<file path="config.mk">
export PLATFORM = sky130hd
export DESIGN_NAME = mem_bus_arbiter
export DESIGN_NICKNAME = d
export VERILOG_FILES = /design/src/rtl/mips_bus_pkg.sv /design/src/rtl/bus_wait_timer.sv /design/src/rtl/mem_bus_arbiter.sv
export SDC_FILE = /design/constraint.sdc
export NUM_CORES = 1
export LEC_CHECK = 0
export ABC_AREA = 1
export ABC_CLOCK_PERIOD_IN_PS = 4700
export CELL_PAD_IN_SITES_DETAIL_PLACEMENT = 1
export CELL_PAD_IN_SITES_GLOBAL_PLACEMENT = 1
export CORE_ASPECT_RATIO = 1.4
export CORE_MARGIN = 2
export CORE_UTILIZATION = 30
export DETAILED_ROUTE_END_ITERATION = 6
export GPL_TIMING_DRIVEN = 0
export PLACE_DENSITY_LB_ADDON = 0.25
export RECOVER_POWER = 100
export SETUP_SLACK_MARGIN = 0.4
export SYNTH_ARGS = -nofsm -noshare
export SYNTH_HDL_FRONTEND = slang
export SYNTH_SLANG_ARGS = --single-unit
</file>
<file path="constraint.sdc">
create_clock -name clk -period 4.7 [get_ports clk]
set_input_delay 0.705 -clock clk [delete_from_list [all_inputs] [get_ports clk]]
set_output_delay 0.705 -clock clk [all_outputs]
set_load 0.05 [all_outputs]
</file>
<file path="src/rtl/mips_bus_pkg.sv">
// Shared types and constants for the CPU memory-bus arbiter.
package mips_bus_pkg;

  typedef enum logic [1:0] {
    ST_IDLE  = 2'd0,
    ST_FETCH = 2'd1,
    ST_DATA  = 2'd2
  } bus_state_e;

  // Clears the byte-offset bits to form a word address.
  localparam logic [31:0] WORD_ADDR_MASK = 32'hFFFF_FFFC;

endpackage

</file>
<file path="src/rtl/bus_wait_timer.sv">
// Counts consecutive stalled bus cycles and flags the cycle that hits the limit.
module bus_wait_timer #(
  parameter int unsigned WAIT_LIMIT = 255
) (
  input  logic clk,
  input  logic reset,
  input  logic i_clear,
  input  logic i_stall,
  output logic o_expire_c
);

  localparam int unsigned CW = (WAIT_LIMIT > 2) ? $clog2(WAIT_LIMIT) : 1;
  localparam logic [CW-1:0] LAST = CW'((WAIT_LIMIT == 0) ? 0 : WAIT_LIMIT - 1);

  logic [CW-1:0] r_count;

  // Stalled-cycle counter; saturates at the last tolerated count.
  always_ff @(posedge clk) begin
    if (reset || i_clear) begin
      r_count <= '0;
    end else if (!i_stall) begin
      r_count <= '0;
    end else if (r_count != LAST) begin
      r_count <= r_count + CW'(1);
    end
  end

  // The current stalled cycle is the WAIT_LIMIT-th one; zero limit never expires.
  assign o_expire_c = (WAIT_LIMIT != 0) && i_stall && !i_clear && (r_count == LAST);

endmodule

</file>
<file path="src/rtl/mem_bus_arbiter.sv">
// Arbitrates instruction-fetch and data ports onto a single waitrequest-style bus.
module mem_bus_arbiter
  import mips_bus_pkg::*;
#(
  parameter int unsigned WAIT_LIMIT = 255
) (
  input  logic        clk,
  input  logic        reset,
  input  logic        if_req,
  input  logic [31:0] if_addr,
  output logic [31:0] if_rdata,
  output logic        if_done,
  output logic        if_err,
  input  logic        d_req,
  input  logic        d_we,
  input  logic [31:0] d_addr,
  input  logic [31:0] d_wdata,
  input  logic [3:0]  d_be,
  output logic [31:0] d_rdata,
  output logic        d_done,
  output logic        d_err,
  output logic        busy,
  output logic [31:0] address,
  output logic        read,
  output logic        write,
  output logic [31:0] writedata,
  output logic [3:0]  byteenable,
  input  logic        waitrequest,
  input  logic [31:0] readdata
);

  bus_state_e  r_state;
  bus_state_e  w_state_nxt;

  logic [31:0] r_addr;
  logic        r_we;
  logic [31:0] r_wdata;
  logic [3:0]  r_be;
  logic        r_read;
  logic        r_write;
  logic [31:0] r_if_rdata;
  logic        r_if_done;
  logic        r_if_err;
  logic [31:0] r_d_rdata;
  logic        r_d_done;
  logic        r_d_err;

  logic        w_active;
  logic        w_expire;
  logic        w_accept_d;
  logic        w_accept_if;
  logic        w_misalign;
  logic        w_complete;
  logic        w_abort;

  assign w_active = (r_state != ST_IDLE);

  bus_wait_timer #(
    .WAIT_LIMIT (WAIT_LIMIT)
  ) u_wait_timer (
    .clk        (clk),
    .reset      (reset),
    .i_clear    (!w_active),
    .i_stall    (waitrequest),
    .o_expire_c (w_expire)
  );

  // State register.
  always_ff @(posedge clk) begin
    if (reset) begin
      r_state <= ST_IDLE;
    end else begin
      r_state <= w_state_nxt;
    end
  end

  // Next-state and per-cycle event decode; a port is blocked while its own done is high.
  always_comb begin
    w_state_nxt = r_state;
    w_accept_d  = 1'b0;
    w_accept_if = 1'b0;
    w_misalign  = 1'b0;
    w_complete  = 1'b0;
    w_abort     = 1'b0;
    case (r_state)
      ST_IDLE: begin
        if (d_req && !r_d_done) begin
          w_accept_d  = 1'b1;
          w_state_nxt = ST_DATA;
        end else if (if_req && !r_if_done) begin
          if (if_addr[1:0] != 2'b00) begin
            w_misalign = 1'b1;
          end else begin
            w_accept_if = 1'b1;
            w_state_nxt = ST_FETCH;
          end
        end
      end
      ST_FETCH, ST_DATA: begin
        if (!waitrequest) begin
          w_complete  = 1'b1;
          w_state_nxt = ST_IDLE;
        end else if (w_expire) begin
          w_abort     = 1'b1;
          w_state_nxt = ST_IDLE;
        end
      end
      default: begin
        w_state_nxt = ST_IDLE;
      end
    endcase
  end

  // Holding registers, bus strobes and port result registers.
  always_ff @(posedge clk) begin
    if (reset) begin
      r_addr     <= '0;
      r_we       <= 1'b0;
      r_wdata    <= '0;
      r_be       <= '0;
      r_read     <= 1'b0;
      r_write    <= 1'b0;
      r_if_rdata <= '0;
      r_if_done  <= 1'b0;
      r_if_err   <= 1'b0;
      r_d_rdata  <= '0;
      r_d_done   <= 1'b0;
      r_d_err    <= 1'b0;
    end else begin
      r_if_done <= 1'b0;
      r_if_err  <= 1'b0;
      r_d_done  <= 1'b0;
      r_d_err   <= 1'b0;

      if (w_accept_d) begin
        r_addr  <= d_addr;
        r_we    <= d_we;
        r_wdata <= d_wdata;
        r_be    <= d_be;
        r_read  <= !d_we;
        r_write <= d_we;
      end

      if (w_accept_if) begin
        r_addr  <= if_addr;
        r_we    <= 1'b0;
        r_wdata <= '0;
        r_be    <= 4'b1111;
        r_read  <= 1'b1;
        r_write <= 1'b0;
      end

      if (w_misalign) begin
        r_if_done  <= 1'b1;
        r_if_err   <= 1'b1;
        r_if_rdata <= '0;
      end

      if (w_complete) begin
        r_read  <= 1'b0;
        r_write <= 1'b0;
        if (r_state == ST_FETCH) begin
          r_if_done  <= 1'b1;
          r_if_rdata <= readdata;
        end else begin
          r_d_done <= 1'b1;
          if (!r_we) begin
            r_d_rdata <= readdata;
          end
        end
      end

      if (w_abort) begin
        r_read  <= 1'b0;
        r_write <= 1'b0;
        if (r_state == ST_FETCH) begin
          r_if_done  <= 1'b1;
          r_if_err   <= 1'b1;
          r_if_rdata <= '0;
        end else begin
          r_d_done  <= 1'b1;
          r_d_err   <= 1'b1;
          r_d_rdata <= '0;
        end
      end
    end
  end

  // Bus and port outputs come straight from registers.
  assign address    = r_addr & WORD_ADDR_MASK;
  assign read       = r_read;
  assign write      = r_write;
  assign writedata  = r_wdata;
  assign byteenable = r_be;
  assign busy       = w_active;
  assign if_rdata   = r_if_rdata;
  assign if_done    = r_if_done;
  assign if_err     = r_if_err;
  assign d_rdata    = r_d_rdata;
  assign d_done     = r_d_done;
  assign d_err      = r_d_err;

endmodule

</file>
==> impl_metrics.toml <==
[pwr]
seq_power_share_pct = 37.9
power_frac_clock_pct = 41.1
power.internal_mw = 2.48
power.switching_mw = 1.09
swShare_pct = 30.4
ir_drop_uv = 191
comb_power_share_pct = 21.1
p_per_area_mw_per_mm2 = 379
leakage_nw = 4.22

[synthesis]
syn_area_per_cell_um2 = 7.24
synth_top_cell_area_share_pct = 50.7
synthDistinctLibCells = 28
syn-cell-area_mm2 = 0.00580
syn_inst = 801
synth_top_area_cell = "dfxtp_1"
synth_warnings = 0
synth.yosys.seq_area_share_pct = 50.7
synth_seq_cells = 147
synthTopCellsByArea = "dfxtp_1, nand2_1, a21oi_1"

[placement]
dp.cells = 1322
portBuffers = 272
dp_hpwl_um = 15900
gp_congestion = 0.753

[critical_path]
cp_max_fo = 4
end_kind = "primary output"
timing.reg2reg.setup_slack_ns = 2.42
r2r-end = "d_rdata[19]$_SDFF_PP0_"
rr_worst_depth = 10
reg2reg_from = "r_state[0]$_SDFFE_PP0P_"
crit_type = "reg2out"
arrival_ns = 2.08
crit_path_start_kind = "register"
critPathRequiredTime_ns = 3.99

[cts]
cts_max_path_buffers = 2
clk_pin_slew_ns = 0.07
cts_inserted_buffers = 17
clock_sinks = 147
cts_hold_buf = 0
htreeDepth = 4
cts_setup_buffers = 0
cts-root-buf = "clkbuf_16"
cts_resized = 0
insertion_delay_ns = 0.42
cts_tree = "built"

[run_status]
outcome = "complete, no violations"

[layout]
antennaDiodeCount = 0
drive_gt1_share_pct = 4.52
area.growth.synth_to_final_pct = 62.5
nets = 1236
finalNonFillerCells = 1353
fillerInstances = 2385
layout_common_cells = "nand2_1, dfxtp_1, dlygate4sd3_1, clkdlybuf4s50_1, a21oi_1"
layout_commonest_cell = "nand2_1"
multi_input_area_mm2 = 0.00236
seq_area_mm2 = 0.00294

[sta]
tns_ns = 0
skew_ns = 0.0104
setup_viol = 0
timing.final.crit_period_ns = 2.79
period_share_pct = 59.3
rsz0062_at_grt = "no"
hold_viol = 0
relSlewSlack_pct = 60.3
slew_violations = 0
worst_pin_slew_ns = 0.593
fmax_mhz = 359
hold_ws_ns = 0.457

[min_path]
whs_path_depth = 2
min_from = "writedata[13]$_SDFFE_PP0P_"
hold_class = "reg2reg"
worstHoldEndpoint = "writedata[13]$_SDFFE_PP0P_"

[global_routing]
grt-ovfl-total = 0
grt_pass1_vias = 6525
grt_max_degree = 17
grt_pass1_wl_um = 32800
antenna_found_initial = 0
grt_usage_pct = 20.4

[floorplanning]
row_count = 60
die_h_um = 169
ios = 277
die_w_um = 122
dieArea_mm2 = 0.0205
initial_core_util_pct = 30.4
coreArea_mm2 = 0.0191

[routing]
via_per_inst = 4.55
first_pass_iters = 4
wl_um = 20500
drt_iter0_drc = 129
wl_per_cell_um = 15.1
ant_nets = 0
via_count = 6152
drc = 0

[run]
drv_cap = 0
[logic make-up after synthesis]
group / count (synthesis) / synth area share (%)
AND/OR/NAND/NOR: 392 / 26.8
XOR/XNOR: 1 / 0.151
other: 1 / 0.0646
AO/OA/AOI/OAI: 147 / 12.7
buffers and inverters: 108 / 8.43
flip-flops: 147 / 50.7
adder cells (fa/ha/maj): 5 / 1.08
[registers in the layout, indices dropped and copies added (netlist names)]
register	cells
d_rdata	32
if_rdata	32
writedata	32
r_addr	30
u_wait_timer.r_count	8
byteenable	4
r_state	2
d_done	1
d_err	1
if_done	1
if_err	1
r_we	1
read	1
write	1
[power groups by stage]
| stage | Sequential [mW] | Clock (mW) | Combinational, mW |
|---|---|---|---|
| after detailed placement | 1.38 | 0 | 0.791 |
| after global routing | 1.36 | 1.55 | 0.814 |
| after global placement | 1.38 | 0 | 0.784 |
| final | 1.35 | 1.47 | 0.753 |
| after CTS | 1.36 | 1.50 | 0.796 |
| after floorplan | 1.62 | 0 | 0.217 |
[routing by layer]
layer	wire length [um]	vias to the layer above	track usage [%]
li1	-	3100	-
met1	7540	2831	20.4
met2	10700	198	37.9
met3	1880	23	8.69
met4	348	0	6.10
met5	0	-	0
[synthesized netlist by cell type (all sizes together)]
cell,instances
xnor2,1
ha,5
inv,58
nand3b,1
nor3,2
conb,1
a31oi,2
nand2,267
nand4,2
nand3,37
o21ai,37
or2,2
buf,29
nor3b,1
a21oi,108
nor2,79
dfxtp,147
clkbuf,20
clkinv,1
or3,1
[worst max path at each step]
stage          cells past startpoint                         end                     from  slack, ns
2_1_floorplan                      9  writedata[13]$_SDFFE_PP0P_  r_state[0]$_SDFFE_PP0P_       2.83
3_3_place_gp                       9   writedata[5]$_SDFFE_PP0P_               if_addr[1]       2.07
3_5_place_dp                       9  writedata[27]$_SDFFE_PP0P_               if_addr[1]       2.04
4_1_cts                            4                        busy  r_state[0]$_SDFFE_PP0P_       1.91
5_1_grt                            4                        busy  r_state[0]$_SDFFE_PP0P_       1.80
6_report                           4                        busy  r_state[0]$_SDFFE_PP0P_       1.91
[worst max-delay path: stages (launching register included)]
cell           delay (ns)
dfxtp_1              0.38
inv_1                0.06
ha_1                 0.23
inv_1                0.09
dlygate4sd3_1        0.91
[metrics by stage]
stage | total power [mW] | setup WS [ns] | utilization, % | area [um2]
floorplan | 1.84 | 2.83 | - | 5800
global placement | 2.16 | 2.07 | 46.3 | 8840
detailed placement | 2.17 | 2.04 | 46.3 | 8840
CTS | 3.66 | 1.91 | 49.6 | 9460
global route | 3.73 | 1.80 | 49.4 | 9430
finish | 3.57 | 1.91 | 49.4 | 9430
[final cells by class]
class | instances | area share, %
Clock inverter | 14 | 2.12
Multi-Input combinational cell | 547 | 25.1
Tap cell | 248 | 3.29
Sequential cell | 147 | 31.2
Buffer | 49 | 2.55
Inverter | 59 | 2.35
Timing Repair Buffer | 272 | 28.9
Clock buffer | 17 | 4.51
Power figures use the tool's default switching activity.
